$ cat src/rtl/pipe_control.sv
// pipe_control: E/M/W control pipeline; HAZARD_STALL_EN adds load-use stall and stall counter
module pipe_control #(
  parameter int OPCODEWIDTH   = 4,
  parameter int REGADDRWIDTH  = 4,
  parameter int STALLCNTWIDTH = 8
) (
  input  logic                     clk,
  input  logic                     reset,
  input  logic [OPCODEWIDTH-1:0]   opcodeD,
  input  logic [REGADDRWIDTH-1:0]  rdD,
  input  logic [REGADDRWIDTH-1:0]  rs1D,
  input  logic [REGADDRWIDTH-1:0]  rs2D,
  input  logic                     flushE,
  output logic [2:0]               aluControlE,
  output logic                     data2SelectorE,
  output logic                     writeDataEnableM,
  output logic                     outFlagM,
  output logic                     resultSelectorW,
  output logic                     writeEnableW,
  output logic [REGADDRWIDTH-1:0]  rdE,
  output logic [REGADDRWIDTH-1:0]  rdM,
  output logic [REGADDRWIDTH-1:0]  rdW,
  output logic                     validE,
  output logic                     validM,
  output logic                     validW,
  output logic                     stallD,
  output logic [STALLCNTWIDTH-1:0] stallCount
);
  // bundle layout: {we, src, alu[2:0], mwe, wbsel, out}
  logic [7:0]              ctrl_d, ctrl_e_d, ctrl_e_q;
  logic [REGADDRWIDTH-1:0] rd_e_d, rd_e_q, rd_m_q, rd_w_q;
  logic                    valid_e_d, valid_e_q, valid_m_q, valid_w_q;
  logic                    we_m_q, mwe_m_q, wbsel_m_q, out_m_q, we_w_q, wbsel_w_q;
  // opcode decode; anything with bits above bit 3 set is a NOP
  always_comb begin
    ctrl_d = 8'h00;
    if (~|(opcodeD >> 4))
      case (opcodeD[3:0])
        4'h0:    ctrl_d = 8'b0_0_000_0_0_0;
        4'h1:    ctrl_d = 8'b0_0_110_1_0_0;
        4'h2:    ctrl_d = 8'b1_1_111_0_0_0;
        4'h3:    ctrl_d = 8'b1_0_110_0_0_0;
        4'h4:    ctrl_d = 8'b0_0_110_0_0_1;
        4'h5:    ctrl_d = 8'b1_0_000_0_0_0;
        4'h6:    ctrl_d = 8'b1_0_001_0_0_0;
        4'h7:    ctrl_d = 8'b1_0_110_0_1_0;
        4'h8:    ctrl_d = 8'b1_0_010_0_0_0;
        4'h9:    ctrl_d = 8'b1_0_101_0_0_0;
        4'hA:    ctrl_d = 8'b0_0_001_0_0_0;
        default: ctrl_d = 8'b0_1_111_0_0_0;
      endcase
  end
  // E-stage next state: a bubble on flush or stall, otherwise the decoded instruction
  always_comb begin
    ctrl_e_d  = (flushE | stallD) ? 8'h00 : ctrl_d;
    rd_e_d    = (flushE | stallD) ? '0 : rdD;
    valid_e_d = ~(flushE | stallD);
  end
  // E, M, W pipeline registers; M and W always advance
  always_ff @(posedge clk or posedge reset) begin
    if (reset) begin
      ctrl_e_q  <= 8'h00;
      rd_e_q    <= '0;
      valid_e_q <= 1'b0;
      we_m_q    <= 1'b0;
      mwe_m_q   <= 1'b0;
      wbsel_m_q <= 1'b0;
      out_m_q   <= 1'b0;
      rd_m_q    <= '0;
      valid_m_q <= 1'b0;
      we_w_q    <= 1'b0;
      wbsel_w_q <= 1'b0;
      rd_w_q    <= '0;
      valid_w_q <= 1'b0;
    end else begin
      ctrl_e_q  <= ctrl_e_d;
      rd_e_q    <= rd_e_d;
      valid_e_q <= valid_e_d;
      we_m_q    <= ctrl_e_q[7];
      mwe_m_q   <= ctrl_e_q[2];
      wbsel_m_q <= ctrl_e_q[1];
      out_m_q   <= ctrl_e_q[0];
      rd_m_q    <= rd_e_q;
      valid_m_q <= valid_e_q;
      we_w_q    <= we_m_q;
      wbsel_w_q <= wbsel_m_q;
      rd_w_q    <= rd_m_q;
      valid_w_q <= valid_m_q;
    end
  end
`ifdef HAZARD_STALL_EN
  logic [STALLCNTWIDTH-1:0] stall_cnt_q;
  // a load in E whose destination feeds D stalls one cycle; a flush overrides it
  assign stallD = valid_e_q & ctrl_e_q[7] & ctrl_e_q[1] & ((rd_e_q == rs1D) | (rd_e_q == rs2D)) & ~flushE;
  // saturating count of stalled cycles
  always_ff @(posedge clk or posedge reset) begin
    if (reset) stall_cnt_q <= '0;
    else if (stallD & ~&stall_cnt_q) stall_cnt_q <= stall_cnt_q + 1'b1;
  end
  assign stallCount = stall_cnt_q;
`else
  logic unused_rs;
  assign unused_rs  = ^{rs1D, rs2D};
  assign stallD     = 1'b0;
  assign stallCount = '0;
`endif
  assign aluControlE      = ctrl_e_q[5:3];
  assign data2SelectorE   = ctrl_e_q[6];
  assign rdE              = rd_e_q;
  assign validE           = valid_e_q;
  assign writeDataEnableM = mwe_m_q;
  assign outFlagM         = out_m_q;
  assign rdM              = rd_m_q;
  assign validM           = valid_m_q;
  assign resultSelectorW  = wbsel_w_q;
  assign writeEnableW     = we_w_q;
  assign rdW              = rd_w_q;
  assign validW           = valid_w_q;
endmodule

$ cat config.mk
export PLATFORM = sky130hd
export DESIGN_NAME = pipe_control
export DESIGN_NICKNAME = d
export VERILOG_FILES = /design/src/rtl/pipe_control.sv
export SDC_FILE = /design/constraint.sdc
export NUM_CORES = 1
export LEC_CHECK = 0
export ABC_CLOCK_PERIOD_IN_PS = 1600
export BUFFER_PORTS_ARGS = -buffer_cell sky130_fd_sc_hd__buf_2
export CAP_MARGIN = 20
export CORE_UTILIZATION = 48
export CTS_CLUSTER_DIAMETER = 60
export DETAILED_ROUTE_END_ITERATION = 16
export GPL_TIMING_DRIVEN = 0
export MAX_ROUTING_LAYER = met4
export PLACE_DENSITY = 0.82
export RECOVER_POWER = 25
export SETUP_SLACK_MARGIN = 0.05
export SLEW_MARGIN = 20
export SYNTH_ARGS = -nofsm -noshare
export SYNTH_HDL_FRONTEND = slang
export SYNTH_SLANG_ARGS = --single-unit
export TNS_END_PERCENT = 5
$ cat constraint.sdc
create_clock -name clk -period 1.6 [get_ports clk]
set_input_delay 0.08 -clock clk [delete_from_list [all_inputs] [get_ports clk]]
set_output_delay 0.08 -clock clk [all_outputs]
set_load 0.02 [all_outputs]
==> results of run 1 <==
-- kinds of logic after synthesis --
| family | after synthesis |
|---|---|
| compound gates | 8 |
| xor+xnor | 2 |
| fa+ha+maj | 5 |
| buf+inv | 21 |
| flops | 29 |
| mux | 1 |
| other cells | 1 |
| simple gates | 11 |
-- layer usage --
layer	track usage, %	vias to the layer above	part of all wire (%)
met1	15.06	310	38
met5	-	-	0
li1	-	326	-
met3	7.099	6	9.0
met2	26.48	34	51
met4	10.48	0	1.7
-- power groups by stage --
stage / Combinational [mW] / Clock [mW] / Sequential (mW)
after global placement: 0.189 / 0 / 0.792
after detailed placement: 0.194 / 0 / 0.793
after global routing: 0.225 / 0.425 / 0.782
after CTS: 0.202 / 0.395 / 0.779
final: 0.208 / 0.383 / 0.778
after floorplan: 0.110 / 0 / 0.824
-- how the worst min path moves through the flow --
stage,from,endpoint,slack (ps)
global placement,rdD[2],rdE[2],300
global route,opcodeD[3],ctrl_e_q[3],8
detailed placement,rdD[2],rdE[2],310
finish,opcodeD[3],ctrl_e_q[3],10
CTS,opcodeD[3],ctrl_e_q[3],4
floorplan,reset,ctrl_e_q[0],160
-- through the flow --
step / cell area [sq um] / total power, mW / setup WS [ps] / hold WS, ps / instances
floorplan: 1114 / 0.9337 / 809.5 / 158.1 / 86
global placement: 1297 / 0.9809 / 639.7 / 301.6 / 143
detailed placement: 1297 / 0.9877 / 611.2 / 307.0 / 143
global route: 1411 / 1.432 / 529.6 / 8.401 / 157
CTS: 1389 / 1.375 / 554.8 / 4.059 / 155
finish: 1411 / 1.369 / 566.3 / 12.18 / 157
-- area by class of cell --
class	instances	area share [%]
clock buffers	6	2.926
inverters	6	1.596
well taps	27	2.394
plain buffers	15	8.245
multi-input cells	36	17.55
clock inverters	2	0.7092
repair buffers	36	15.16
flip-flops and latches	29	51.42
-- worst max-delay path, delay by kind of cell (launching register included) --
family / cells / cell delay (ps)
DFF: 1 / 380
buffers and inverters: 2 / 270
-- cell usage in the layout, fill, tap and decap left out, drive strengths merged --
cell / netlist / layout
o21a: 1 / 1
o211a: 1 / 1
clkbuf: 0 / 8
mux2i: 1 / 1
nand2: 1 / 1
nor2: 3 / 3
xor2: 2 / 2
conb: 1 / 9
clkinv: 0 / 3
a21oi: 1 / 1
and3: 3 / 3
o21ai: 2 / 2
dlygate4sd3: 0 / 5
nor2b: 4 / 4
inv: 6 / 5
a31oi: 1 / 1
dfrtp: 29 / 29
a311oi: 1 / 1
a221oi: 1 / 1
ha: 5 / 5
buf: 15 / 44
-- flip-flops by register name, indices dropped and copies added, names as in the netlist --
name / count
outFlagM: 1
validW: 1
resultSelectorW: 1
writeDataEnableM: 1
rdW: 4
validE: 1
rdM: 4
validM: 1
wbsel_m_q: 1
rdE: 4
writeEnableW: 1
ctrl_e_q: 8
we_m_q: 1
==> results.py, run 1 <==
metrics = {
    "floorplan": {
        "die_area_sq_mm": 0.002451,
        "core-area_sq_mm": 0.002042,
        "start_util_pct": 53.06,
        "rows": 16,
        "boundaryPins": 51,
        "die_x_um": 49.51,
        "die_h_um": 49.51,
    },
    "power": {
        "p_leak_nw": 0.8130,
        "power_switching_mw": 0.3504,
        "pwr-share-comb_pct": 15.2,
        "pwr_density_cell_mw_per_mm2": 969.7,
        "clockPowerShare_pct": 28.0,
        "ir_worst_vdd_v": 0.0005567,
        "p_int_mw": 1.018,
        "pwr-share-seq_pct": 56.8,
        "p_sw_share_pct": 25.60,
    },
    "synth": {
        "synth_most_common_cell": "dfrtp_1",
        "yosysTopAreaCell": "dfrtp_1",
        "synth_compound_area_share_pct": 5.774,
        "synthMuxAreaShare_pct": 0.9238,
        "synth_ff_type": "dfrtp_1",
        "yosysSeqAreaShare_pct": 66.97,
        "synth_area_leaders": "dfrtp_1 (67%), buf_4 (8.3%), ha_1 (5.8%)",
        "ys_ff_latch": 29,
        "synth-async-reset-ratio_pct": 100.0,
        "synth_adder_area_share_pct": 5.774,
        "avgSynthCellArea_sq_um": 13.89,
        "synth_xor_xnor_area_share_pct": 1.617,
        "netlist_area_sq_mm": 0.001084,
        "synth_edf_count": 0,
        "synthSimpleGateAreaFrac_pct": 5.658,
        "synth_cell_types": 21,
        "synth_top_family_by_area": "buffers and inverters",
        "yosys_warnings": 0,
        "syn_inst": 78,
        "ys_top_cells_by_count": "dfrtp_1 (29), buf_4 (12), inv_1 (6)",
        "synthDominantCellAreaShare_pct": 66.97,
    },
    "timing": {
        "drv_slew": 0,
        "finalSetupViolCount": 0,
        "fin_crit_sh_pct": 64.60,
        "fmax_mhz": 967.4,
        "setup_tns_ps": 0,
        "skew_ps": 4.099,
        "rsz0062_at_grt": "false",
        "period_needed_ps": 1034,
        "finalHoldViolCount": 0,
    },
    "placed_design": {
        "portBuffers": 30,
        "gp_congestion": 0.8424,
    },
    "cts": {
        "cts_made_buffers": 5,
        "cts_buffer_depth": 2,
        "cts_resized": 0,
        "cts_root_buf": "clkbuf_4",
        "clock-sinks": 29,
        "post_cts_buffers": 0,
        "htree_levels": 2,
        "ctsHoldBuffers": 4,
        "clock_latency_ps": 310,
        "path_clk_slew_ps": 80,
        "cts_tree": "yes",
    },
    "detailed_routing": {
        "drtAntennaViolNets": 0,
        "routed_via_density": 4.306,
        "drt_iter0_markers": 13,
        "drc": 0,
        "wl_per_cell_um": 10.38,
        "finalWirelength_mm": 1.629,
        "drtPass1Iterations": 4,
        "dr_total_vias": 676,
    },
    "critical_path": {
        "crit_required_ps": 1520,
        "worstReg2RegStart": "rdM[2]",
        "crit_chain": "buf_4 > buf_2",
        "path_class": "reg2out",
        "r2r.worst_path.cells": 0,
        "reg2reg_to": "rdW[2]",
        "crit_slowest_cell": "dfrtp_1",
        "crit_arrival_ps": 950,
        "crit_path_max_fanout": 1,
        "startpoint_type": "flop",
        "crit_path_end_kind": "output port",
        "endpoint": "aluControlE[1]",
        "critPathMaxStageDelay_ps": 380,
        "crit_start": "ctrl_e_q[4]",
        "regToRegSetupSlack_ps": 1100,
    },
    "layout": {
        "drive_above_1_share_pct": 41.54,
        "insertedDiodeCount": 0,
        "nets": 153,
        "regArea_sq_um": 725.7,
        "fill_cells": 153,
        "area_delta_synth_final_pct": 30.25,
        "utilization_pct": 69.12,
        "multi_input_area_sq_um": 247.7,
    },
    "grt": {
        "grt_overflow": 0,
        "grt_max_degree": 30,
        "grt_pass1_wl_mm": 2.670,
        "grt_pass1_vias": 638,
        "antenna_found_initial": 0,
        "grt.total_usage_pct": 16.07,
    },
    "min_path": {
        "min_path_type": "in2reg",
        "whs_path_depth": 2,
    },
    "job": {
        "maxCapViolations": 0,
    },
    "outcome": {
        "status": "finished clean",
    },
}
Power figures use the tool's default switching activity.
==> inputs of run 2 (changes only) <==
Settings changed: ABC_CLOCK_PERIOD_IN_PS 1600 to 960, CORE_UTILIZATION 48 to 44, PLACE_DENSITY 0.82 to 0.76.
Clock period 1.6 ns to 0.96 ns, I/O delays scaled along.
==> results.py, run 2 (synthesized netlist as in run 1, its figures left out) <==
metrics = {
    "outcome": {
        "status": "finished with violations",
        "violations": "negative setup slack",
    },
    "layout": {
        "regArea_sq_um": 725.7,
        "insertedDiodeCount": 0,
        "final_cells": 157,
        "area_delta_synth_final_pct": 44.23,
        "fill_cells": 158,
        "nets": 152,
        "mostFrequentLayoutCell": "dfrtp_1",
        "largest_reg_flops": 8,
        "drive_above_1_share_pct": 42.64,
        "largest_register": "ctrl_e_q",
        "multi_input_area_sq_um": 247.7,
        "most-common-layout-cells": "dfrtp_1 (29), buf_6 (24), buf_4 (9), conb_1 (9), buf_2 (9)",
    },
    "timing": {
        "rsz0062_at_grt": "true",
        "max_slew_margin_pct": 62.54,
        "period_needed_ps": 967.1,
        "fin_crit_sh_pct": 100.7,
        "tightest_slew_ps": 561.0,
        "finalSetupViolCount": 1,
        "fmax_mhz": 1034,
        "finalHoldViolCount": 0,
        "skew_ps": 4.486,
        "drv_slew": 0,
        "setup_tns_ps": -7.074,
        "setup_ws_ps": -7.074,
        "worst_hold_slack_ps": 98.04,
    },
    "cts": {
        "cts_made_buffers": 5,
        "cts_buffer_depth": 2,
        "clock-sinks": 29,
        "post_cts_buffers": 0,
        "cts_tree": "yes",
        "clock_latency_ps": 310,
        "cts_root_buf": "clkbuf_4",
        "htree_levels": 2,
        "path_clk_slew_ps": 90,
    },
    "detailed_routing": {
        "drtPass1Iterations": 4,
        "finalWirelength_mm": 1.797,
        "routed_via_density": 4.261,
        "dr_total_vias": 669,
        "drtAntennaViolNets": 0,
        "wl_per_cell_um": 11.45,
        "drt_iter0_markers": 6,
        "drc": 0,
    },
    "critical_path": {
        "startpoint_type": "flop",
        "crit_required_ps": 910,
        "crit_path_end_kind": "output port",
        "crit_path_max_fanout": 1,
        "r2r.worst_path.cells": 0,
        "path_class": "reg2out",
        "crit_arrival_ps": 920,
    },
    "placed_design": {
        "dp.cells": 144,
        "pre_cts_slack_ps": -32.92,
        "portBuffers": 30,
        "gp_congestion": 0.7722,
    },
    "grt": {
        "grt_overflow": 0,
        "grt_max_degree": 30,
        "grt_pass1_vias": 628,
        "grt.total_usage_pct": 15.62,
        "antenna_found_initial": 0,
        "grt_pass1_wl_mm": 2.801,
    },
    "floorplan": {
        "core-area_sq_mm": 0.002276,
        "die_x_um": 51.63,
        "die_h_um": 51.63,
        "boundaryPins": 51,
        "die_area_sq_mm": 0.002665,
        "rows": 17,
        "start_util_pct": 47.61,
    },
    "power": {
        "p_leak_nw": 0.8659,
        "ir_worst_vdd_v": 0.0009121,
        "pwr_density_cell_mw_per_mm2": 1613,
    },
    "job": {
        "maxCapViolations": 0,
    },
    "min_path": {
        "whs_path_depth": 2,
        "min_path_type": "in2reg",
    },
}
==> run 2: area by class of cell <==
cell class | count | area share, %
clock buffers | 7 | 4.163
inverters | 6 | 1.441
flip-flops and latches | 29 | 46.44
clock inverters | 1 | 0.3203
plain buffers | 13 | 6.725
multi-input cells | 36 | 15.85
repair buffers | 37 | 22.82
well taps | 28 | 2.242
==> run 2: final timing paths <==
path | from | end | slack [ps]
max reg2reg | rdE[2] | rdM[2] | 420
min | flushE | validE | 100
min in group asynchronous | reset | validE | 330
min reg2reg | ctrl_e_q[7] | we_m_q | 350
max in group asynchronous | reset | wbsel_m_q | 260
max | ctrl_e_q[4] | aluControlE[1] | -7
==> run 2: timing repair <==
action | 4_1_cts | 5_1_grt
setup endpoints to repair | 9 | 24
hold buffers | 6 | 1
hold endpoints to repair | 15 | 29
resized for setup | 20 | 27
pin swaps | 0 | 1
==> run 2: worst max-delay path, stage by stage (launching register included) <==
cell	delay, ps
dfrtp_1	380
buf_6	110
buf_6	120
==> run 2: power breakdown <==
| part | switching [mW] | total [mW] | leakage (nW) | internal, mW |
|---|---|---|---|---|
| Combinational | 0.207 | 0.398 | 0.449 | 0.192 |
| Sequential | 0.0312 | 1.31 | 0.376 | 1.28 |
| Clock | 0.389 | 0.813 | 0.0413 | 0.424 |
==> run 2: through the flow <==
step                util [%]  total power, mW  instance area (sq um)
floorplan                  -            1.556                   1114
global route           68.66            2.628                   1563
global placement       57.06            1.636                   1299
finish                 68.66            2.521                   1563
CTS                    65.26            2.500                   1485
detailed placement     57.06            1.646                   1299
==> run 2: per-layer routing <==
layer / vias up / part of all wire, % / wire length [um] / GRT usage [%]
met1: 310 / 42 / 748 / 17.99
met5: - / 0 / 0 / -
li1: 323 / - / - / -
met4: 0 / 1.7 / 30 / 8.108
met2: 31 / 50 / 898 / 23.59
met3: 5 / 6.7 / 120 / 6.140
==> inputs of run 3 (changes only) <==
Settings changed: GPL_ROUTABILITY_DRIVEN from default to 0, GPL_TIMING_DRIVEN 0 to 1, RECOVER_POWER 25 to default.
==> results.py, run 3 (synthesized netlist as in run 1, its figures left out) <==
metrics = {
    "layout": {
        "area_delta_synth_final_pct": 22.29,
        "mostFrequentLayoutCell": "buf_2",
        "utilization_pct": 58.22,
        "fill_cells": 182,
        "drive_above_1_share_pct": 37.29,
        "most-common-layout-cells": "buf_2 (31), dfrtp_1 (29), conb_1 (9)",
        "largest_register": "ctrl_e_q",
        "nets": 142,
        "largest_reg_flops": 8,
        "final_cells": 146,
        "insertedDiodeCount": 0,
    },
    "min_path": {
        "min_path_type": "in2reg",
        "whs_path_depth": 2,
    },
    "detailed_routing": {
        "drc": 0,
        "finalWirelength_mm": 1.576,
        "drtPass1Iterations": 4,
        "drt_iter0_markers": 8,
        "drtAntennaViolNets": 0,
        "dr_total_vias": 622,
        "wl_per_cell_um": 10.79,
        "routed_via_density": 4.260,
    },
    "placed_design": {
        "dp.cells": 133,
        "pre_cts_slack_ps": 17.99,
        "portBuffers": 33,
        "dp_hpwl_mm": 1.113,
    },
    "grt": {
        "grt_pass1_vias": 564,
        "grt_util_met2_pct": 21.00,
        "antenna_found_initial": 0,
        "grt_pass1_wl_mm": 2.449,
        "grt.busiest_layer": "met2",
        "grt_overflow": 0,
        "met3_usage_pct": 7.895,
        "grt.total_usage_pct": 14.35,
        "grt_max_degree": 30,
        "use_met1_pct": 15.37,
    },
    "power": {
        "pwr-share-seq_pct": 56.8,
        "finalPower_mw": 2.285,
        "ir_worst_vdd_v": 0.001267,
        "clockPowerShare_pct": 30.0,
        "p_leak_nw": 0.7582,
        "pwr_density_cell_mw_per_mm2": 1724,
        "p_int_mw": 1.727,
        "power_switching_mw": 0.5581,
        "pwr-share-comb_pct": 13.2,
        "p_sw_share_pct": 24.43,
    },
    "job": {
        "maxCapViolations": 0,
    },
    "floorplan": {
        "boundaryPins": 51,
        "die_h_um": 51.63,
        "die_x_um": 51.63,
        "rows": 17,
        "start_util_pct": 47.61,
        "core-area_sq_mm": 0.002276,
        "die_area_sq_mm": 0.002665,
    },
    "outcome": {
        "status": "finished clean",
    },
    "critical_path": {
        "crit_path_max_fanout": 2,
        "startpoint_type": "flop",
        "crit_path_end_kind": "output port",
        "r2r.worst_path.cells": 1,
        "crit_chain": "buf_2",
        "crit_slowest_cell": "dfrtp_1",
        "cp.depth": 1,
        "crit_arrival_ps": 860,
        "crit_family": "flip-flops",
        "critPathMaxStageDelay_ps": 390,
        "worst-path-buf-inv": 1,
        "crit_required_ps": 910,
        "path_class": "reg2out",
    },
    "timing": {
        "fmax_mhz": 1100,
        "setup_ws_ps": 50.83,
        "skew_ps": 3.749,
        "setup_tns_ps": 0,
        "period_needed_ps": 909.2,
        "drv_slew": 0,
        "rsz0062_at_grt": "true",
        "finalSetupViolCount": 0,
        "fin_crit_sh_pct": 94.71,
        "finalHoldViolCount": 0,
    },
    "cts": {
        "cts_made_buffers": 5,
        "cts_buffer_depth": 2,
        "clock_latency_ps": 310,
        "clock-sinks": 29,
        "cts_root_buf": "clkbuf_4",
        "cts_tree": "yes",
        "htree_levels": 2,
        "path_clk_slew_ps": 80,
    },
}
-- run 3: cell types whose count changed in the layout (fill, tap and decap cells not counted), sizes merged --
cell,delta
buf,-7
clkbuf,-1
clkinv,-1
dlymetal6s4s,-2
-- run 3: per-stage QoR --
| stage | area [sq um] | hold slack (ps) |
|---|---|---|
| 2_1_floorplan | 1114 | 126.1 |
| 6_report | 1325 | 38.92 |
| 5_1_grt | 1325 | 20.77 |
| 3_3_place_gp | 1204 | 116.3 |
| 3_5_place_dp | 1204 | 121.2 |
| 4_1_cts | 1323 | 17.48 |
-- run 3: power groups by stage --
stage / Combinational (mW) / Sequential [mW] / Clock, mW
5_1_grt: 0.327 / 1.30 / 0.774
3_5_place_dp: 0.278 / 1.32 / 0
6_report: 0.301 / 1.30 / 0.686
4_1_cts: 0.300 / 1.30 / 0.717
2_1_floorplan: 0.183 / 1.37 / 0
3_3_place_gp: 0.272 / 1.32 / 0
-- run 3: cell type report --
type,count,area (sq um),share of cell area [%]
Timing Repair Buffer,40,239.0,18.04
Tap cell,28,35.03,2.644
Inverter,6,22.52,1.700
Clock buffer,7,55.05,4.155
Multi-Input combinational cell,36,247.7,18.70
Sequential cell,29,725.7,54.77
-- run 3: routing by layer --
metal,up-vias,routed length [um],share of wire (%)
met5,-,0,0
met4,0,35,2.2
met3,4,137,8.7
met2,34,749,48
met1,280,653,41
li1,304,-,-
-- run 3: final timing paths --
check / start / endpoint / slack, ps
min reg2reg: we_m_q / writeEnableW / 350
max reg2reg: rdM[3] / rdW[3] / 340
min: flushE / ctrl_e_q[4] / 40
max in group asynchronous: reset / ctrl_e_q[0] / 370
max: rdM[1] / rdM[1] / 50
min in group asynchronous: reset / rdW[3] / 340
-- run 3: timing repair --
| action | in CTS | in global routing |
|---|---|---|
| gates cloned | 0 | 0 |
| hold buffers | 5 | 0 |
| endpoints found under the hold margin | 33 | 0 |
| setup buffers | 1 | 0 |
| setup endpoints to repair | 5 | 18 |
| resized for setup | 2 | 1 |
